--- src/rtl/cpu_axi_bridge.sv ---
// cpu_axi_bridge
//   Merges the CPU instruction-fetch port (read-only) and load/store port
//   (read/write) onto one AXI master with a single transaction in flight.
//   The data port has priority over fetch. Each accepted request gets
//   exactly one data_ok pulse, in acceptance order.
// Ports
//   clk, resetn                      clock, synchronous active-low reset
//   inst_req/addr/addr_ok/data_ok/rdata            fetch port
//   data_req/wr/size/addr/wstrb/wdata/addr_ok/data_ok/rdata  load/store port
//   ar*, r*, aw*, w*, b*             AXI master channels (single beat)
module cpu_axi_bridge (
  input  logic        clk,
  input  logic        resetn,
  input  logic        inst_req,
  input  logic [31:0] inst_addr,
  output logic        inst_addr_ok,
  output logic        inst_data_ok,
  output logic [31:0] inst_rdata,
  input  logic        data_req,
  input  logic        data_wr,
  input  logic [1:0]  data_size,
  input  logic [31:0] data_addr,
  input  logic [3:0]  data_wstrb,
  input  logic [31:0] data_wdata,
  output logic        data_addr_ok,
  output logic        data_data_ok,
  output logic [31:0] data_rdata,
  output logic [3:0]  arid,
  output logic [31:0] araddr,
  output logic [7:0]  arlen,
  output logic [2:0]  arsize,
  output logic [1:0]  arburst,
  output logic        arvalid,
  input  logic        arready,
  input  logic [31:0] rdata,
  input  logic        rvalid,
  output logic        rready,
  output logic [3:0]  awid,
  output logic [31:0] awaddr,
  output logic [7:0]  awlen,
  output logic [2:0]  awsize,
  output logic [1:0]  awburst,
  output logic        awvalid,
  input  logic        awready,
  output logic [31:0] wdata,
  output logic [3:0]  wstrb,
  output logic        wlast,
  output logic        wvalid,
  input  logic        wready,
  input  logic        bvalid,
  output logic        bready
);
  typedef enum logic [2:0] {S_IDLE, S_AR, S_R, S_AW_W, S_B, S_RESP} state_e;

  state_e      state_q, state_d;
  logic        owner_q;            // 1 = transaction belongs to the data port
  logic [31:0] addr_q;
  logic [1:0]  size_q;
  logic [3:0]  wstrb_q;
  logic [31:0] wdata_q;
  logic        aw_done_q, aw_done_d;
  logic        w_done_q, w_done_d;
  logic [31:0] inst_rdata_q, data_rdata_q;
  logic        acc_d, acc_i, aw_hs, w_hs;

  // Acceptance is combinational in IDLE; held off while reset is asserted.
  assign acc_d        = resetn & (state_q == S_IDLE) & data_req;
  assign acc_i        = resetn & (state_q == S_IDLE) & inst_req & ~data_req;
  assign data_addr_ok = acc_d;
  assign inst_addr_ok = acc_i;

  assign aw_hs = ~aw_done_q & awready;
  assign w_hs  = ~w_done_q & wready;

  always_comb begin
    state_d      = state_q;
    aw_done_d    = aw_done_q;
    w_done_d     = w_done_q;
    arvalid      = 1'b0;
    rready       = 1'b0;
    awvalid      = 1'b0;
    wvalid       = 1'b0;
    bready       = 1'b0;
    inst_data_ok = 1'b0;
    data_data_ok = 1'b0;
    case (state_q)
      S_IDLE: begin
        if (acc_d)      state_d = data_wr ? S_AW_W : S_AR;
        else if (acc_i) state_d = S_AR;
      end
      S_AR: begin
        arvalid = 1'b1;
        if (arready) state_d = S_R;
      end
      S_R: begin
        rready = 1'b1;
        if (rvalid) state_d = S_RESP;
      end
      S_AW_W: begin
        // AW and W complete independently; move on once both have.
        awvalid = ~aw_done_q;
        wvalid  = ~w_done_q;
        if ((aw_done_q | aw_hs) & (w_done_q | w_hs)) begin
          state_d   = S_B;
          aw_done_d = 1'b0;
          w_done_d  = 1'b0;
        end else begin
          aw_done_d = aw_done_q | aw_hs;
          w_done_d  = w_done_q | w_hs;
        end
      end
      S_B: begin
        bready = 1'b1;
        if (bvalid) state_d = S_RESP;
      end
      S_RESP: begin
        inst_data_ok = ~owner_q;
        data_data_ok = owner_q;
        state_d      = S_IDLE;
      end
      default: state_d = S_IDLE;
    endcase
  end

  always_ff @(posedge clk) begin
    if (!resetn) begin
      state_q      <= S_IDLE;
      owner_q      <= 1'b0;
      addr_q       <= '0;
      size_q       <= '0;
      wstrb_q      <= '0;
      wdata_q      <= '0;
      aw_done_q    <= 1'b0;
      w_done_q     <= 1'b0;
      inst_rdata_q <= '0;
      data_rdata_q <= '0;
    end else begin
      state_q   <= state_d;
      aw_done_q <= aw_done_d;
      w_done_q  <= w_done_d;
      if (acc_d) begin
        owner_q <= 1'b1;
        addr_q  <= data_addr;
        size_q  <= data_size;
        wstrb_q <= data_wstrb;
        wdata_q <= data_wdata;
      end else if (acc_i) begin
        owner_q <= 1'b0;
        addr_q  <= inst_addr;
        size_q  <= 2'd2;
        wstrb_q <= '0;
        wdata_q <= '0;
      end
      if (state_q == S_R && rvalid) begin
        if (owner_q) data_rdata_q <= rdata;
        else         inst_rdata_q <= rdata;
      end
    end
  end

  assign araddr     = addr_q;
  assign arsize     = {1'b0, size_q};
  assign awaddr     = addr_q;
  assign awsize     = {1'b0, size_q};
  assign wdata      = wdata_q;
  assign wstrb      = wstrb_q;
  assign inst_rdata = inst_rdata_q;
  assign data_rdata = data_rdata_q;

  // Single-beat INCR bursts with a fixed ID.
  assign arid    = 4'd0;
  assign awid    = 4'd0;
  assign arlen   = 8'd0;
  assign awlen   = 8'd0;
  assign arburst = 2'b01;
  assign awburst = 2'b01;
  assign wlast   = 1'b1;
endmodule
--- config.mk ---
export PLATFORM = sky130hd
export DESIGN_NAME = cpu_axi_bridge
export DESIGN_NICKNAME = d
export VERILOG_FILES = /design/src/rtl/cpu_axi_bridge.sv
export SDC_FILE = /design/constraint.sdc
export NUM_CORES = 1
export LEC_CHECK = 0
export BUFFER_PORTS_ARGS = -buffer_cell sky130_fd_sc_hd__buf_2
export CORE_AREA = 4 4 136 138
export DETAILED_ROUTE_END_ITERATION = 6
export DIE_AREA = 0 0 140 142
export PLACE_DENSITY = 0.76
export SLEW_MARGIN = 20
export SYNTH_ARGS = -nofsm -noshare
export SYNTH_HDL_FRONTEND = slang
export SYNTH_SLANG_ARGS = --single-unit
--- constraint.sdc ---
create_clock -name clk -period 3.36 [get_ports clk]
set_clock_uncertainty 0.1 [all_clocks]
set_input_delay 0.168 -clock clk [delete_from_list [all_inputs] [get_ports clk]]
set_output_delay 0.168 -clock clk [all_outputs]
set_load 0.03 [all_outputs]
==> impl_metrics.env <==
export IMPL_status="completed"
export IMPL_ys_seq_area_share_pct=47.1
export IMPL_ant_nets=0
export IMPL_rr_endpoint="araddr[13]"
export IMPL_pre_cts_ws_ns=0.918
export IMPL_place_gp_congestion=0.815
export IMPL_cp_slowest_cell="dlygate4sd3_1"
export IMPL_timing_final_crit_period_ns=2.93
export IMPL_route_detailed_drc=0
export IMPL_ys_seq_elements=140
export IMPL_fin_ws_ns=0.427
export IMPL_p_comb_share_pct=37.7
export IMPL_min_from="data_wr"
export IMPL_crit_buf_inv=2
export IMPL_cap_violations=0
export IMPL_critical_path_class="flip-flop to flip-flop"
export IMPL_wl_um=20600
export IMPL_port_buffers=320
export IMPL_grt_pass1_vias=6135
export IMPL_rsz0062_at_grt="false"
export IMPL_synthFlopType="dfxtp_1"
export IMPL_cts_tree="yes"
export IMPL_critical_path_arrival_ns=3.18
export IMPL_setup_violations_final=0
export IMPL_fin_nets=1249
export IMPL_dp_hpwl_um=13100
export IMPL_syn_avg_cell_area_um2=8.38
export IMPL_ir_worst_vdd_mv=0.452
export IMPL_tightest_slew_ns=0.780
export IMPL_whs_ns=0.0246
export IMPL_drt_pass1_iterations=5
export IMPL_cp_top_family="buffers and inverters"
export IMPL_r2r_start="state_q[1]"
export IMPL_yosysWarnings=0
export IMPL_cts_buffers=17
export IMPL_setup_tns_ns=0
export IMPL_ioPinCount=352
export IMPL_cts_root_buf="clkbuf_16"
export IMPL_antenna_found_initial=0
export IMPL_diodes=0
export IMPL_p_leak_nw=4.37
export IMPL_clk_pin_slew_ns=0.06
export IMPL_initial_core_util_pct=34.6
export IMPL_grt_max_degree=93
export IMPL_reg2regPathDepth=6
export IMPL_required_ns=3.61
export IMPL_finalHoldViolCount=0
export IMPL_clock_latency_ns=0.41
export IMPL_layout_common_cells="buf_2, nand2_1, dfxtp_1"
export IMPL_fmax_mhz=341
export IMPL_clockBufferDepth=2
export IMPL_finalPower_mw=6.25
export IMPL_die_h_um=142
export IMPL_layout_commonest_cell="buf_2"
export IMPL_rrSetupSlack_ns=0.43
export IMPL_pwr_share_clk_pct=28.3
export IMPL_dpl_cell_area_um2=7310
export IMPL_cts_resized_gates=0
export IMPL_p_per_area_nw_per_um2=677
export IMPL_rows=48
export IMPL_synth_edf_count=0
export IMPL_synth_distinct_cells=37
export IMPL_synth_area_um2=5950
export IMPL_endpoint_kind="flip-flop"
export IMPL_switching_share_pct=39.8
export IMPL_cp_startpoint="state_q[1]"
export IMPL_syn_inst=710
export IMPL_whs_endpoint="state_q[1]"
export IMPL_grt_util_all_layers_pct=19.5
export IMPL_clkSinkCount=140
export IMPL_crit_chain="nor4b_2 > o21a_2 > buf_4 > o21ai_1 > a31oi_1 > dlygate4sd3_1"
export IMPL_die_w_um=140
export IMPL_h_tree_depth=4
export IMPL_drv_slew=0
export IMPL_core_area_um2=17200
export IMPL_drive_above_1_share_pct=32.8
export IMPL_hp_class="primary input to flip-flop"
export IMPL_initialDrtViolationCount=317
export IMPL_slew_headroom_pct=48.0
export IMPL_synthArstFlopShare_pct=0
export IMPL_avgRoutedWirePerCell_um=15.3
export IMPL_cts_setup_buffers=0
export IMPL_die_area_um2=19900
export IMPL_routed_via_density=4.74
export IMPL_cts_hold_fix_buffers=136
export IMPL_p_int_mw=3.76
export IMPL_critPathLaunchType="flip-flop"
export IMPL_area_growth_pct=55.2
export IMPL_finalCritPeriodShare_pct=87.3
export IMPL_dp_cells=1175
export IMPL_grt_pass1_wl_um=31400
export IMPL_worstHoldPathCells=3
export IMPL_fin_area_um2=9230
export IMPL_vias=6368
export IMPL_cp_slowest_stage_delay_ns=0.59
export IMPL_utilization_pct=53.7
export IMPL_worst_path_max_fanout=35
export IMPL_final_cells=1343
export IMPL_p_seq_share_pct=34.0
export IMPL_grt_ovfl_total=0
export IMPL_p_sw_mw=2.49
per-layer routing:
metal  routed length (um)  vias up  track usage, %
met5                    0        -               0
met4                  496        0            6.68
met3                 1580       42            5.38
met2                10100      293            34.1
met1                 8360     2949            23.3
li1                     -     3084               -
synth_stat cells, types with 2 or more instances:
cell type | instances | area [um2]
a21oi_1 | 5 | 25.0
inv_1 | 3 | 11.3
o21ai_0 | 15 | 75.1
nor2b_1 | 38 | 238
dfxtp_1 | 140 | 2800
conb_1 | 2 | 7.51
clkbuf_1 | 30 | 113
nor3_1 | 5 | 25.0
a22oi_1 | 38 | 285
nand2_1 | 196 | 736
nor2_1 | 8 | 30.0
nand2b_1 | 2 | 12.5
and3_1 | 2 | 12.5
o21a_1 | 2 | 15.0
a21boi_1 | 64 | 480
a31oi_1 | 32 | 200
buf_2 | 22 | 110
buf_4 | 66 | 495
o21ai_1 | 22 | 110
area by class of cell:
| type | instances | area [um2] |
|---|---|---|
| fillers | 1499 | 7950 |
| repair buffers | 465 | 3050 |
| flip-flops and latches | 140 | 2800 |
| multi-input cells | 477 | 2530 |
| clock buffers | 19 | 443 |
| well taps | 225 | 282 |
| clock inverters | 13 | 115 |
| inverters | 4 | 15.0 |
cell families (layout without fill, tap and decap cells):
family,after synthesis,in the layout,synth area share [%]
other cells,2,31,0.126
simple gates,262,262,19.4
buf+inv,122,501,12.3
compound gates,184,184,21.1
flops,140,140,47.1
worst max path at each step:
| stage | to | slack (ns) | cells after the start |
|---|---|---|---|
| 4_1_cts | araddr[2] | 0.46 | 6 |
| 5_1_grt | araddr[2] | 0.21 | 6 |
| 3_3_place_gp | araddr[2] | 0.95 | 6 |
| 3_5_place_dp | araddr[2] | 0.92 | 6 |
| 2_1_floorplan | state_q[1] | 1.42 | 5 |
| 6_report | araddr[13] | 0.43 | 6 |
state kept, by name (all words and copies together), names as in the netlist, 2 cells and up:
register,cells
araddr,32
data_rdata,32
inst_rdata,32
size_q,2
state_q,3
wdata,32
wstrb,4
tightest hold or removal path, stage by stage:
cell	delay, ns
buf_2	0.08
a21oi_1	0.07
o41ai_2	0.19
power groups by stage:
stage | Sequential, mW | Combinational, mW | Clock [mW]
after floorplan | 2.51 | 1.27 | 0
after global placement | 2.14 | 2.07 | 0
after detailed placement | 2.15 | 2.09 | 0
after CTS | 2.12 | 2.33 | 1.83
after global routing | 2.16 | 2.52 | 1.90
final | 2.13 | 2.36 | 1.77
Power figures use the tool's default switching activity.
